**src/rtl/multicycle_control.sv**
```systemverilog
// rtl/multicycle_control.sv - multicycle processor control FSM with memory wait states and illegal-opcode trap
module multicycle_control (
    input  logic       clk,
    input  logic       rst,
    input  logic [6:0] op,
    input  logic       zero,
    input  logic       mem_ready,
    output logic       PCWrite,
    output logic       IRWrite,
    output logic       RegWrite,
    output logic       MemWrite,
    output logic       AdrSrc,
    output logic [1:0] ResultSrc,
    output logic [1:0] ALUSrcA,
    output logic [1:0] ALUSrcB,
    output logic [1:0] ALUOp,
    output logic [1:0] ImmSrc,
    output logic       illegal,
    output logic [3:0] state
);

    typedef enum logic [3:0] {
        S_FETCH    = 4'd0,
        S_DECODE   = 4'd1,
        S_MEMADR   = 4'd2,
        S_MEMREAD  = 4'd3,
        S_MEMWB    = 4'd4,
        S_MEMWRITE = 4'd5,
        S_EXECR    = 4'd6,
        S_ALUWB    = 4'd7,
        S_EXECI    = 4'd8,
        S_JAL      = 4'd9,
        S_BEQ      = 4'd10,
        S_TRAP     = 4'd11
    } state_t;

    localparam logic [6:0] OP_LW   = 7'b0000011;
    localparam logic [6:0] OP_SW   = 7'b0100011;
    localparam logic [6:0] OP_RTYP = 7'b0110011;
    localparam logic [6:0] OP_ITYP = 7'b0010011;
    localparam logic [6:0] OP_JAL  = 7'b1101111;
    localparam logic [6:0] OP_BEQ  = 7'b1100011;

    state_t r_state;
    state_t w_next;
    logic   r_illegal;

    // The sticky flag rises on the same edge that enters TRAP.
    always_ff @(posedge clk) begin
        if (rst) begin
            r_state   <= S_FETCH;
            r_illegal <= 1'b0;
        end else begin
            r_state <= w_next;
            if (w_next == S_TRAP) begin
                r_illegal <= 1'b1;
            end
        end
    end

    always_comb begin
        w_next    = r_state;
        PCWrite   = 1'b0;
        IRWrite   = 1'b0;
        RegWrite  = 1'b0;
        MemWrite  = 1'b0;
        AdrSrc    = 1'b0;
        ResultSrc = 2'b00;
        ALUSrcA   = 2'b00;
        ALUSrcB   = 2'b00;
        ALUOp     = 2'b00;

        case (op)
            OP_SW:   ImmSrc = 2'b01;
            OP_BEQ:  ImmSrc = 2'b10;
            OP_JAL:  ImmSrc = 2'b11;
            default: ImmSrc = 2'b00;
        endcase

        case (r_state)
            S_FETCH: begin
                ALUSrcB   = 2'b10;
                ResultSrc = 2'b10;
                IRWrite   = mem_ready;
                PCWrite   = mem_ready;
                w_next    = mem_ready ? S_DECODE : S_FETCH;
            end
            S_DECODE: begin
                ALUSrcA = 2'b01;
                ALUSrcB = 2'b01;
                case (op)
                    OP_LW, OP_SW: w_next = S_MEMADR;
                    OP_RTYP:      w_next = S_EXECR;
                    OP_ITYP:      w_next = S_EXECI;
                    OP_JAL:       w_next = S_JAL;
                    OP_BEQ:       w_next = S_BEQ;
                    default:      w_next = S_TRAP;
                endcase
            end
            S_MEMADR: begin
                ALUSrcA = 2'b10;
                ALUSrcB = 2'b01;
                w_next  = (op == OP_LW) ? S_MEMREAD : S_MEMWRITE;
            end
            S_MEMREAD: begin
                AdrSrc = 1'b1;
                w_next = mem_ready ? S_MEMWB : S_MEMREAD;
            end
            S_MEMWB: begin
                ResultSrc = 2'b01;
                RegWrite  = 1'b1;
                w_next    = S_FETCH;
            end
            S_MEMWRITE: begin
                AdrSrc   = 1'b1;
                MemWrite = 1'b1;
                w_next   = mem_ready ? S_FETCH : S_MEMWRITE;
            end
            S_EXECR: begin
                ALUSrcA = 2'b10;
                ALUOp   = 2'b10;
                w_next  = S_ALUWB;
            end
            S_EXECI: begin
                ALUSrcA = 2'b10;
                ALUSrcB = 2'b01;
                ALUOp   = 2'b10;
                w_next  = S_ALUWB;
            end
            S_JAL: begin
                ALUSrcA = 2'b01;
                ALUSrcB = 2'b10;
                PCWrite = 1'b1;
                w_next  = S_ALUWB;
            end
            S_ALUWB: begin
                RegWrite = 1'b1;
                w_next   = S_FETCH;
            end
            S_BEQ: begin
                ALUSrcA = 2'b10;
                ALUOp   = 2'b01;
                PCWrite = zero;
                w_next  = S_FETCH;
            end
            S_TRAP: begin
                w_next = S_TRAP;
            end
            default: begin
                w_next = S_FETCH;
            end
        endcase

        // Reset must suppress every side-effecting strobe within the same cycle.
        if (rst) begin
            PCWrite  = 1'b0;
            IRWrite  = 1'b0;
            RegWrite = 1'b0;
            MemWrite = 1'b0;
        end
    end

    assign illegal = r_illegal;
    assign state   = r_state;

endmodule

```
**config.mk**
```make
export PLATFORM = sky130hd
export DESIGN_NAME = multicycle_control
export DESIGN_NICKNAME = d
export VERILOG_FILES = /design/src/rtl/multicycle_control.sv
export SDC_FILE = /design/constraint.sdc
export NUM_CORES = 1
export LEC_CHECK = 0
export ABC_AREA = 1
export CAP_MARGIN = 20
export CORE_MARGIN = 2
export CORE_UTILIZATION = 37
export DETAILED_ROUTE_END_ITERATION = 16
export PLACE_DENSITY = 0.77
export SYNTH_ARGS = -nofsm -noshare
export SYNTH_HDL_FRONTEND = slang
export SYNTH_SLANG_ARGS = --single-unit
export TNS_END_PERCENT = 5
```
**constraint.sdc**
```tcl
create_clock -name clk -period 1.5 [get_ports clk]
set_clock_uncertainty 0.2 [all_clocks]
set_input_delay 0.15 -clock clk [delete_from_list [all_inputs] [get_ports clk]]
set_output_delay 0.15 -clock clk [all_outputs]
set_load 0.005 [all_outputs]
```
==> metrics.yaml, run 1 <==
synth_enable_flop_cells: 0
post_cts_resized: 100
cts-buffers-inserted: 3
synthXorXnorAreaFrac_pct: 0
synth-seq-area-share_pct: 18.26
synthTopCellsByCount: "nand2_1 (27), nor2_1 (20), inv_1 (15)"
synthMuxAreaShare_pct: 0
synth-async-reset-ratio_pct: 0
h-tree-depth: 1
synth_warnings: 0
initial_core_util_pct: 40.59
dpl.cell_count: 183
cts.sinks: 5
outcome: "stopped before the end"
ys_seq_elements: 5
io_pins: 31
yosysMostFrequentCell: "nand2_1"
die_w_um: 42.49
synth_top_family_by_area: "simple AND/OR/NAND/NOR gates"
syn_nets: 115
post-dp-hpwl_um: 1776
synth.distinct_cells: 20
ctsHoldBuffers: 0
rows: 13
io_buffer_count: 30
ctsRootBufferMaster: "clkbuf_4"
synth_top_area_share_pct: 18.49
syn_area_um2: 548.0
synth.area.top_cells: "nand2_1 (18%), dfxtp_1 (18%), nor2_1 (14%)"
placed_area_um2: 1126
synth-compound-area-share_pct: 15.75
gp_congestion: 0.8781
die_y_um: 42.49
postCtsSetupBuffers: 11
yosys.area_share.adder_pct: 0
yosys.area_share.simple_pct: 50.91
yosys.area.top_type: "nand2_1"
postSynthAreaPerCell_um2: 5.269
netlist_instances: 104
cts_buffer_depth: 2
stop_error: "[ERROR DPL-0033] detailed placement checks failed during check placement."
stop_stage: "clock tree synthesis"
synth_flop_cell: "dfxtp_1"
## cell families after synthesis
kind of cell           after synthesis
DFF                                  5
AOI/OAI and AO/OA                   13
buffers and inverters               22
and+or+nand+nor                     64
## per-stage QoR
stage	worst slack (ns)	util [%]
3_3_place_gp	-0.3575	83.41
3_5_place_dp	-0.4437	83.41
2_1_floorplan	0.1213	-
==> run 2, diff against run 1 <==
Settings changed: CORE_AREA set to 2 2 63 65, CORE_MARGIN 2 to unset, CORE_UTILIZATION 37 to unset, DIE_AREA set to 0 0 65 67, PLACE_DENSITY 0.77 to unset, PLACE_DENSITY_LB_ADDON set to 0.15.
==> run 2 against run 1 <==
  * The flow now finishes, with violations (negative setup slack)
  * Area after synthesis stayed put
  * Synthesized cell count unchanged
==> metrics.yaml, run 2 <==
postSynthAreaPerCell_um2: 5.269  # unchanged
yosys.area_share.simple_pct: 50.91  # unchanged
hold_viol_final: 0
yosys.area_share.adder_pct: 0  # unchanged
path_class: "reg -> reg"
drive_above_1_share_pct: 63.93
fin_crit_ns: 1.598
synth-compound-area-share_pct: 15.75  # unchanged
start_kind: "flop"
grt_pass1_vias: 950
setup_ws_ns: -0.09767
power_uw: 2527
final_nets: 195
first_pass_iters: 4
rsz0062_at_grt: "true"
io_buffer_count: 30  # unchanged
wire_per_inst_um: 10.20
largest_register_ffs: 4
final_common_cell: "buf_4"
yosys.area.top_type: "nand2_1"
tritoncts: "yes"
synth.area.top_cells: "nand2_1 (18%), dfxtp_1 (18%), nor2_1 (14%)"
cts_buffer_depth: 2  # unchanged
synth_flop_cell: "dfxtp_1"
setup_viol: 10
synth_top_family_by_area: "simple AND/OR/NAND/NOR gates"
hold_ws_ns: 0.3195
grt_max_degree: 6
grt_antenna_before_repair: 0
synthXorXnorAreaFrac_pct: 0  # unchanged
cp-end-kind: "flop"
die_y_um: 67  # +58%
netlist_instances: 104  # unchanged
antennaDiodeCount: 0
violations: "negative setup slack"
die_area_um2: 4355
tightestPinTransition_ns: 0.2703
drv_slew: 0
synth_warnings: 0  # unchanged
yosysMostFrequentCell: "nand2_1"
via_count: 921
max-vdd-ir-drop_v: 0.0006133
finalCritPeriodShare_pct: 106.5
ctsHoldBuffers: 0  # unchanged
cp.required_ns: 1.45
maxCapViolCount: 0
gp_congestion: 0.8217  # -6.4%
grt_pass1_wl_um: 3953
syn_nets: 115  # unchanged
cts.sinks: 5  # unchanged
min_delay_path_depth: 4
final_antenna_net_count: 0
power.density_nw_per_um2: 1718
first_iter_violations: 14
cp_max_fo: 4
grt_usage_pct: 11.38
synth_top_area_share_pct: 18.49  # unchanged
clkSlewWorstSetupHoldPaths_ns: 0.03
multiInputGateArea_um2: 548.0
num-fill-cells: 394
max_freq_mhz: 625.9
drt-total-wl_um: 2357
initial_core_util_pct: 15.20  # -25 points
hold_path_class: "in -> reg"
ctsRootBufferMaster: "clkbuf_8"
p_leak_uw: 0.0007799
h-tree-depth: 1  # unchanged
rows: 22  # +9
outcome: "finished with violations"
synth.distinct_cells: 20  # unchanged
synthMuxAreaShare_pct: 0  # unchanged
drc: 0
io_pins: 31  # unchanged
via_per_inst: 3.987
slew_headroom_pct: 81.93
synth-seq-area-share_pct: 18.26  # unchanged
seq_area_um2: 115.1
crit_arrival_ns: 1.54
die_w_um: 65  # +53%
clock_latency_ns: 0.21
post-dp-hpwl_um: 1756  # -1.1%
grt.overflow.total: 0
area_delta_synth_final_pct: 168.5
ys_seq_elements: 5  # unchanged
syn_area_um2: 548.0  # unchanged
dp_slack_ns: -0.4087  # +0.03495 ns
synthTopCellsByCount: "nand2_1 (27), nor2_1 (20), inv_1 (15)"
synth-async-reset-ratio_pct: 0  # unchanged
mostFrequentLayoutCells: "buf_4 (39), nand2_1 (16), buf_2 (11), nor2_4 (10), dlygate4sd2_1 (10)"
core_um2: 3606
cts-buffers-inserted: 3  # unchanged
worstRegToRegCells: 11
synth_enable_flop_cells: 0  # unchanged
==> run 2: worst max-delay path, stage by stage, from the launching register on <==
cell	delay (ns)
dfxtp_4	0.37
buf_6	0.13
nand2_4	0.07
inv_6	0.05
nor2_4	0.11
nand2_2	0.09
buf_6	0.12
nor2_4	0.09
nor2_2	0.04
nand2_1	0.07
nand2_2	0.07
o21bai_2	0.12
==> run 2: worst paths after layout <==
check / startpoint / end / slack [ns]
max: state[0] / illegal / -0.1
min reg2reg: illegal / illegal / 0.37
max reg2reg: state[0] / illegal / -0.1
min: op[4] / state[2] / 0.32
==> run 2: routing by layer <==
| layer | track usage [%] | routed length, µm | vias to the layer above |
|---|---|---|---|
| met2 | 21.39 | 1261 | 28 |
| met5 | 0 | 0 | - |
| met4 | 2.926 | 18 | 0 |
| met1 | 13.05 | 952 | 404 |
| li1 | - | - | 487 |
| met3 | 2.196 | 125 | 2 |
==> run 2: area by class of cell <==
cell class / instances / area share (%)
inverter: 21 / 6.037
clock buffer: 4 / 3.061
timing repair buffer: 76 / 41.75
multi-input combinational: 77 / 37.24
tap: 48 / 4.082
sequential: 5 / 7.823
==> run 2: kinds of logic after synthesis <==
kind of cell,after synthesis
AOI/OAI and AO/OA,13
buffers and inverters,22
DFF,5
and+or+nand+nor,64
==> run 2: through the flow <==
step           util [%]  std cells  cell area, µm²  setup TNS [ns]
4_1_cts           38.69        231            1395         -0.8725
3_5_place_dp      33.21        220            1197          -4.992
5_1_grt           40.81        231            1471          -1.445
2_1_floorplan         -        104           548.0               0
6_report          40.81        231            1471         -0.4319
3_3_place_gp      33.21        220            1197          -4.879
==> run 2: repair_timing <==
| item | CTS | global route |
|---|---|---|
| setup endpoints to repair | 24 | 18 |
| setup buffers | 7 | 1 |
| resized for setup | 117 | 25 |
| pin swaps | 19 | 19 |
==> run 2: report_power, final <==
group	switching [µW]	internal (µW)
clock	56.6	182
sequential	99.5	209
combinational	919	1060
total	1080	1450
(Power assumes the default switching activity.)
